File: src/rtl/booth_mul_iter_if.sv
// Request/result handshake bundle between the EXU issue stage and the
// iterative Booth multiplier.
interface booth_mul_iter_if #(
  parameter int unsigned XLEN = 64
);
  logic            mul_valid;
  logic            mul_ready;
  logic            flush;
  logic            mulw;
  logic [1:0]      mul_signed;
  logic [XLEN-1:0] multiplicand;
  logic [XLEN-1:0] multiplier;
  logic            out_valid;
  logic            out_ready;
  logic [XLEN-1:0] result_hi;
  logic [XLEN-1:0] result_lo;

  modport master (
    output mul_valid, flush, mulw, mul_signed, multiplicand, multiplier, out_ready,
    input  mul_ready, out_valid, result_hi, result_lo
  );

  modport slave (
    input  mul_valid, flush, mulw, mul_signed, multiplicand, multiplier, out_ready,
    output mul_ready, out_valid, result_hi, result_lo
  );
endinterface

File: src/rtl/booth_mul_iter.sv
// Iterative radix-4 Booth multiplier: one partial product accumulated per
// cycle, serving RV64M mul/mulh/mulhsu/mulhu/mulw.
module booth_mul_iter #(
  parameter int unsigned XLEN   = 64,
  parameter int unsigned ITER   = 33,
  parameter int unsigned ITER_W = 17
) (
  input logic         clk,
  input logic         rst_n,
  booth_mul_iter_if.slave bus
);
  localparam int unsigned PW = 2 * XLEN;
  localparam int unsigned YW = XLEN + 3;
  localparam int unsigned CW = $clog2(ITER);

  typedef enum logic [1:0] {IDLE, BUSY, DONE} state_e;

  state_e          state_q, state_d;
  logic [PW-1:0]   x_q, x_d;
  logic [YW-1:0]   y_q, y_d;
  logic [PW-1:0]   acc_q, acc_d;
  logic [CW-1:0]   cnt_q, cnt_d;
  logic            is_w_q, is_w_d;
  logic            mul_ready_q, mul_ready_d;
  logic            out_valid_q, out_valid_d;
  logic [XLEN-1:0] res_hi_q, res_hi_d;
  logic [XLEN-1:0] res_lo_q, res_lo_d;

  logic [PW-1:0]   pp;
  logic            neg;
  logic            last;
  logic            sa, sb;

  always_comb begin
    pp  = '0;
    neg = 1'b0;
    unique case (y_q[2:0])
      3'b001, 3'b010: pp = x_q;
      3'b011:         pp = x_q << 1;
      3'b100: begin
        pp  = ~(x_q << 1);
        neg = 1'b1;
      end
      3'b101, 3'b110: begin
        pp  = ~x_q;
        neg = 1'b1;
      end
      default:        pp = '0;
    endcase
  end

  assign last = (cnt_q == (is_w_q ? CW'(ITER_W - 1) : CW'(ITER - 1)));
  assign sa   = bus.mul_signed[1] & bus.multiplicand[XLEN-1];
  assign sb   = bus.mul_signed[0] & bus.multiplier[XLEN-1];

  always_comb begin
    state_d  = state_q;
    x_d      = x_q;
    y_d      = y_q;
    acc_d    = acc_q;
    cnt_d    = cnt_q;
    is_w_d   = is_w_q;
    res_hi_d = res_hi_q;
    res_lo_d = res_lo_q;
    unique case (state_q)
      IDLE: begin
        if (!bus.flush && bus.mul_valid) begin
          state_d = BUSY;
          acc_d   = '0;
          cnt_d   = '0;
          is_w_d  = bus.mulw;
          // mulw treats both low words as signed, ignoring mul_signed
          if (bus.mulw) begin
            x_d = {{(PW-32){bus.multiplicand[31]}}, bus.multiplicand[31:0]};
            y_d = {{(YW-33){bus.multiplier[31]}}, bus.multiplier[31:0], 1'b0};
          end else begin
            x_d = {{XLEN{sa}}, bus.multiplicand};
            y_d = {sb, sb, bus.multiplier, 1'b0};
          end
        end
      end
      BUSY: begin
        if (bus.flush) begin
          state_d = IDLE;
        end else begin
          acc_d = acc_q + pp + {{(PW-1){1'b0}}, neg};
          x_d   = x_q << 2;
          y_d   = {{2{y_q[YW-1]}}, y_q[YW-1:2]};
          cnt_d = cnt_q + 1'b1;
          if (last) begin
            state_d = DONE;
            if (is_w_q) begin
              res_hi_d = '0;
              res_lo_d = {{(XLEN-32){acc_d[31]}}, acc_d[31:0]};
            end else begin
              res_hi_d = acc_d[PW-1:XLEN];
              res_lo_d = acc_d[XLEN-1:0];
            end
          end
        end
      end
      DONE: begin
        if (bus.flush || bus.out_ready) state_d = IDLE;
      end
      default: state_d = IDLE;
    endcase
    mul_ready_d = (state_d == IDLE);
    out_valid_d = (state_d == DONE);
  end

  always_ff @(posedge clk or negedge rst_n) begin
    if (!rst_n) begin
      state_q     <= IDLE;
      x_q         <= '0;
      y_q         <= '0;
      acc_q       <= '0;
      cnt_q       <= '0;
      is_w_q      <= 1'b0;
      mul_ready_q <= 1'b1;
      out_valid_q <= 1'b0;
      res_hi_q    <= '0;
      res_lo_q    <= '0;
    end else begin
      state_q     <= state_d;
      x_q         <= x_d;
      y_q         <= y_d;
      acc_q       <= acc_d;
      cnt_q       <= cnt_d;
      is_w_q      <= is_w_d;
      mul_ready_q <= mul_ready_d;
      out_valid_q <= out_valid_d;
      res_hi_q    <= res_hi_d;
      res_lo_q    <= res_lo_d;
    end
  end

  assign bus.mul_ready = mul_ready_q;
  assign bus.out_valid = out_valid_q;
  assign bus.result_hi = res_hi_q;
  assign bus.result_lo = res_lo_q;
endmodule

File: src/flat_wrapper.sv
// flat-port wrapper written by rule: the top's interface ports become plain ports
module booth_mul_iter_flat 
#(
  parameter int unsigned XLEN   = 64,
  parameter int unsigned ITER   = 33,
  parameter int unsigned ITER_W = 17
)
  (clk, rst_n, bus_mul_valid, bus_flush, bus_mulw, bus_mul_signed, bus_multiplicand, bus_multiplier, bus_out_ready, bus_mul_ready, bus_out_valid, bus_result_hi, bus_result_lo);
  booth_mul_iter_if #(.XLEN(XLEN)) bus_i ();
  input logic clk;
  input logic rst_n;
  input wire logic [$bits(bus_i.mul_valid)-1:0] bus_mul_valid;
  input wire logic [$bits(bus_i.flush)-1:0] bus_flush;
  input wire logic [$bits(bus_i.mulw)-1:0] bus_mulw;
  input wire logic [$bits(bus_i.mul_signed)-1:0] bus_mul_signed;
  input wire logic [$bits(bus_i.multiplicand)-1:0] bus_multiplicand;
  input wire logic [$bits(bus_i.multiplier)-1:0] bus_multiplier;
  input wire logic [$bits(bus_i.out_ready)-1:0] bus_out_ready;
  output wire logic [$bits(bus_i.mul_ready)-1:0] bus_mul_ready;
  output wire logic [$bits(bus_i.out_valid)-1:0] bus_out_valid;
  output wire logic [$bits(bus_i.result_hi)-1:0] bus_result_hi;
  output wire logic [$bits(bus_i.result_lo)-1:0] bus_result_lo;
  assign bus_i.mul_valid = bus_mul_valid;
  assign bus_i.flush = bus_flush;
  assign bus_i.mulw = bus_mulw;
  assign bus_i.mul_signed = bus_mul_signed;
  assign bus_i.multiplicand = bus_multiplicand;
  assign bus_i.multiplier = bus_multiplier;
  assign bus_i.out_ready = bus_out_ready;
  assign bus_mul_ready = bus_i.mul_ready;
  assign bus_out_valid = bus_i.out_valid;
  assign bus_result_hi = bus_i.result_hi;
  assign bus_result_lo = bus_i.result_lo;
  booth_mul_iter #(.XLEN(XLEN), .ITER(ITER), .ITER_W(ITER_W)) u_core (.clk(clk), .rst_n(rst_n), .bus(bus_i));
endmodule
File: config.mk
export PLATFORM = sky130hd
export DESIGN_NAME = booth_mul_iter_flat
export DESIGN_NICKNAME = d
export VERILOG_FILES = /design/src/rtl/booth_mul_iter_if.sv /design/src/rtl/booth_mul_iter.sv /design/src/flat_wrapper.sv
export SDC_FILE = /design/constraint.sdc
export NUM_CORES = 1
export LEC_CHECK = 0
export CAP_MARGIN = 10
export CORE_ASPECT_RATIO = 0.8
export CORE_MARGIN = 2
export CORE_UTILIZATION = 40
export DETAILED_ROUTE_END_ITERATION = 7
export PLACE_DENSITY = 0.59
export SYNTH_ARGS = -nofsm -noshare
export SYNTH_HDL_FRONTEND = slang
export SYNTH_SLANG_ARGS = --single-unit
export TNS_END_PERCENT = 5
File: constraint.sdc
create_clock -name clk -period 6.6 [get_ports clk]
set_input_delay 1.32 -clock clk [delete_from_list [all_inputs] [get_ports clk]]
set_output_delay 1.32 -clock clk [all_outputs]
set_load 0.005 [all_outputs]
==> results of run 1 <==
[registers in the layout, indices dropped and copies added, names as in the netlist]
register              count
u_core.bus.result_lo     64
u_core.bus.mul_ready      1
u_core.x_q              128
u_core.acc_q            128
u_core.cnt_q              6
u_core.state_q            2
u_core.is_w_q             1
u_core.bus.result_hi     64
u_core.y_q               67
u_core.bus.out_valid      1
[logic make-up after synthesis]
kind of cell / Yosys count
AO/OA/AOI/OAI: 1311
AND/OR/NAND/NOR: 854
flip-flops: 462
buffers and inverters: 303
XOR/XNOR: 258
adder cells (fa/ha/maj): 130
multiplexers: 37
[power breakdown]
part           internal, uW  switching (uW)
clock                  1740            1260
sequential             3450             646
combinational          2750            5010
[layout by cell type (no fill, tap or decap), types with 7 or more instances in the layout]
cell type / count
nand2_1: 477
dfrtp_1: 460
o21ai_0: 450
a21oi_1: 285
clkdlybuf4s50_1: 264
xor2_1: 193
a22oi_1: 158
nor2_1: 152
ha_1: 128
a22o_1: 96
nand4_1: 75
a21o_1: 75
a221o_1: 68
xnor2_1: 64
clkbuf_16: 53
inv_1: 37
a221oi_1: 34
o21bai_1: 33
mux2i_1: 33
buf_4: 33
nand3_1: 27
nor3_1: 26
nor2b_1: 24
o21a_1: 21
a31oi_1: 16
nand2b_1: 16
o31ai_1: 11
and3_1: 10
a21boi_0: 9
or2_2: 9
clkbuf_1: 9
clkbuf_8: 9
nor4_1: 7
o211ai_1: 7
inv_6: 7
buf_12: 7
[worst min-delay path by stage]
stage                              from                  endpoint  slack [ps]  cells after the start
5_1_grt                  u_core.y_q[44]            u_core.y_q[44]         500                      2
4_1_cts                  u_core.y_q[17]            u_core.y_q[17]         480                      2
3_5_place_dp   u_core.bus.result_hi[48]  u_core.bus.result_hi[48]         470                      2
3_3_place_gp   u_core.bus.result_lo[26]  u_core.bus.result_lo[26]         460                      2
2_1_floorplan           u_core.acc_q[2]           u_core.acc_q[2]         450                      2
6_report       u_core.bus.result_lo[43]  u_core.bus.result_lo[43]         470                      2
[tightest hold or removal path, cell delays in order (launching register included)]
cell and delay, ps:
dfrtp_1 340, nand2_1 40, o21ai_0 60
[metrics by stage]
step / setup WS [ps] / hold WS (ps) / area [um2] / cells
finish: 783 / 475 / 34100 / 4434
CTS: 903 / 482 / 34100 / 4433
detailed placement: 923 / 470 / 32400 / 4340
global route: 493 / 504 / 34100 / 4433
floorplan: 1990 / 447 / 29100 / 3355
global placement: 1030 / 463 / 32400 / 4340
[per-layer routing]
| layer | vias up | track usage | wire, um | part of all wire |
|---|---|---|---|---|
| met3 | 105 | 0.0485 | 7080 | 0.077 |
| met4 | 8 | 0.0507 | 1700 | 0.018 |
| met2 | 863 | 0.337 | 37500 | 0.41 |
| met1 | 12600 | 0.380 | 46100 | 0.50 |
| met5 | - | 0 | 49 | 0.00053 |
| li1 | 12400 | - | - | - |
[cell type report]
| cell class | count | area share |
|---|---|---|
| clock buffers | 71 | 0.0435 |
| inverters | 38 | 0.00418 |
| repair buffers | 305 | 0.0892 |
| well taps | 945 | 0.0346 |
| multi-input cells | 2590 | 0.482 |
| flip-flops and latches | 462 | 0.339 |
| diodes | 1 | 0.0000733 |
| clock inverters | 22 | 0.00729 |
==> results.yml, run 1 <==
setup_path:
  required_ps: 7050
  critPathMaxStageDelay_ps: 690
  reg2reg_to: "u_core.acc_q[112]"
  endpoint_kind: "register"
  reg2reg_from: "u_core.y_q[2]"
  cp_common_cell: "o21ai_0"
  cp-start-kind: "register"
  crit_path_end: "u_core.acc_q[112]"
  reg2reg_depth: 17
  crit_fanout: 50
  path_buf_inv: 1
  slowest_stage: "o31ai_1"
  worstPathCellList: "buf_4 > xor2_1 > a22oi_1 > o21ai_0 > fa_1 > a21o_1 > a221oi_2 > a22o_4 > nor4b_4 > o31ai_1 > a31oi_2 > a41oi_2 > o211ai_2 > a31oi_1 > o211ai_1 > xnor2_1 > o21ai_0"
  rrSetupSlack_ps: 780
  arrival_ps: 6270
  setup.worst_path.start: "u_core.y_q[2]"
  critPathKind: "register to register"
  crit_cells: 17
  cpLargestDelayFamily: "compound AO/OA/AOI/OAI gates"
synthesis:
  ys_types: 70
  synthTopCellsByCount: "nand2_1 (480), dfrtp_1 (461), o21ai_0 (450)"
  syn_avg_cell_area_um2: 8.67
  async_flop_share: 1.00
  ys_ff_latch: 462
  synth_nets: 3621
  synth_top_family_by_area: "compound AO/OA/AOI/OAI gates"
  synth_mux_area_frac: 0.0129
  synth-adder-area-share: 0.0564
  yosys.area_share.xor_xnor: 0.0777
  synth_largest_area_cell: "dfrtp_1"
  yosysSeqAreaShare: 0.397
  post-synth-top-count-cell: "nand2_1"
  ys_warn_count: 0
  ys_top_cells_by_area: "dfrtp_1 (40%), o21ai_0 (7.7%), nand2_1 (6.2%), xor2_1 (5.8%), ha_1 (5.5%)"
  synth_ff_type: "dfrtp_1"
  synth_edf_count: 0
  synth_compound_area_frac: 0.288
  netlist_area_mm2: 0.0291
  synthCells: 3355
  yosysTopAreaCellShare: 0.396
  synthSimpleGateAreaFrac: 0.128
clocking:
  cts_buffers: 52
  cts_root_buffer: "clkbuf_16"
  clk_latency_ps: 620
  cts_tree: "yes"
  ctsLongestPathBuffers: 3
  clk_pin_slew_ps: 60
  holdBufCountCts: 0
  cts_resized: 0
  cts_sinks: 462
  htreeDepth: 2
  cts_setup_buffers: 0
global_routing:
  grtUsageTotal: 0.242
  grt_max_degree: 192
  antenna_found_initial: 7
  gr-total-overflow: 0
  grt_pass1_vias: 24100
  grt_pass1_wl_mm: 145
floorplan:
  die_h_um: 245
  rows: 88
  io_pins: 266
  fp.dieW_um: 306
  core-area_mm2: 0.0720
  start_util: 0.404
  dieArea_mm2: 0.0749
route:
  drcViolationCount: 0
  drtAntennaViolNets: 0
  route.vias.total: 26000
  firstDrtPassIters: 6
  routedWlPerCell_um: 20.8
  wl_mm: 92.3
  drtIter0Drc: 2303
  vias_per_cell: 5.85
worst_hold_path:
  hp-class: "register to register"
timing:
  slew_viol_final: 0
  worstMarginPinSlew_ps: 1130
  hold_viol_final: 0
  rsz0062_at_grt: "no"
  min_period_ps: 5820
  slew_headroom: 0.249
  max_freq_mhz: 172
  fin_skew_ps: 18.8
  setup_viol: 0
  fin_setup_tns_ps: 0
  fin_crit_sh: 0.881
placement:
  post-dp-hpwl_mm: 65.4
  port_buffers: 265
  place_congestion: 0.960
power:
  p_per_area_mw_per_mm2: 435
  p_leak_uw: 0.0152
  power.total_uw: 14800
  peakVddDrop_uv: 198
status:
  status: "completed"
cells_and_area:
  multi_input_area_mm2: 0.0165
  seq_area_mm2: 0.0116
  drive_above_1_share: 0.0473
  fin_nets: 3715
  fin_util: 0.474
  area_growth_pct: 17.3
  fill_cells: 7016
job:
  cap_violations: 0
Power figures use the tool's default switching activity.
==> run 2: changes to the inputs <==
--- a/config.mk
+++ b/config.mk
@@ -12,6 +12,7 @@
 export DETAILED_ROUTE_END_ITERATION = 7
 export PLACE_DENSITY = 0.59
+export SKIP_CTS_REPAIR_TIMING = 1
 export SYNTH_ARGS = -nofsm -noshare
 export SYNTH_HDL_FRONTEND = slang
 export SYNTH_SLANG_ARGS = --single-unit
-export TNS_END_PERCENT = 5
+export TNS_END_PERCENT = 20
==> constraint.sdc (replaced) <==
create_clock -name clk -period 6.6 [get_ports clk]
set_input_delay 1.32 -clock clk [delete_from_list [all_inputs] [get_ports clk]]
set_output_delay 1.32 -clock clk [all_outputs]
set_load 0.02 [all_outputs]
==> results of run 2 <==
The final DEF is identical to that of run 1. Status: completed.
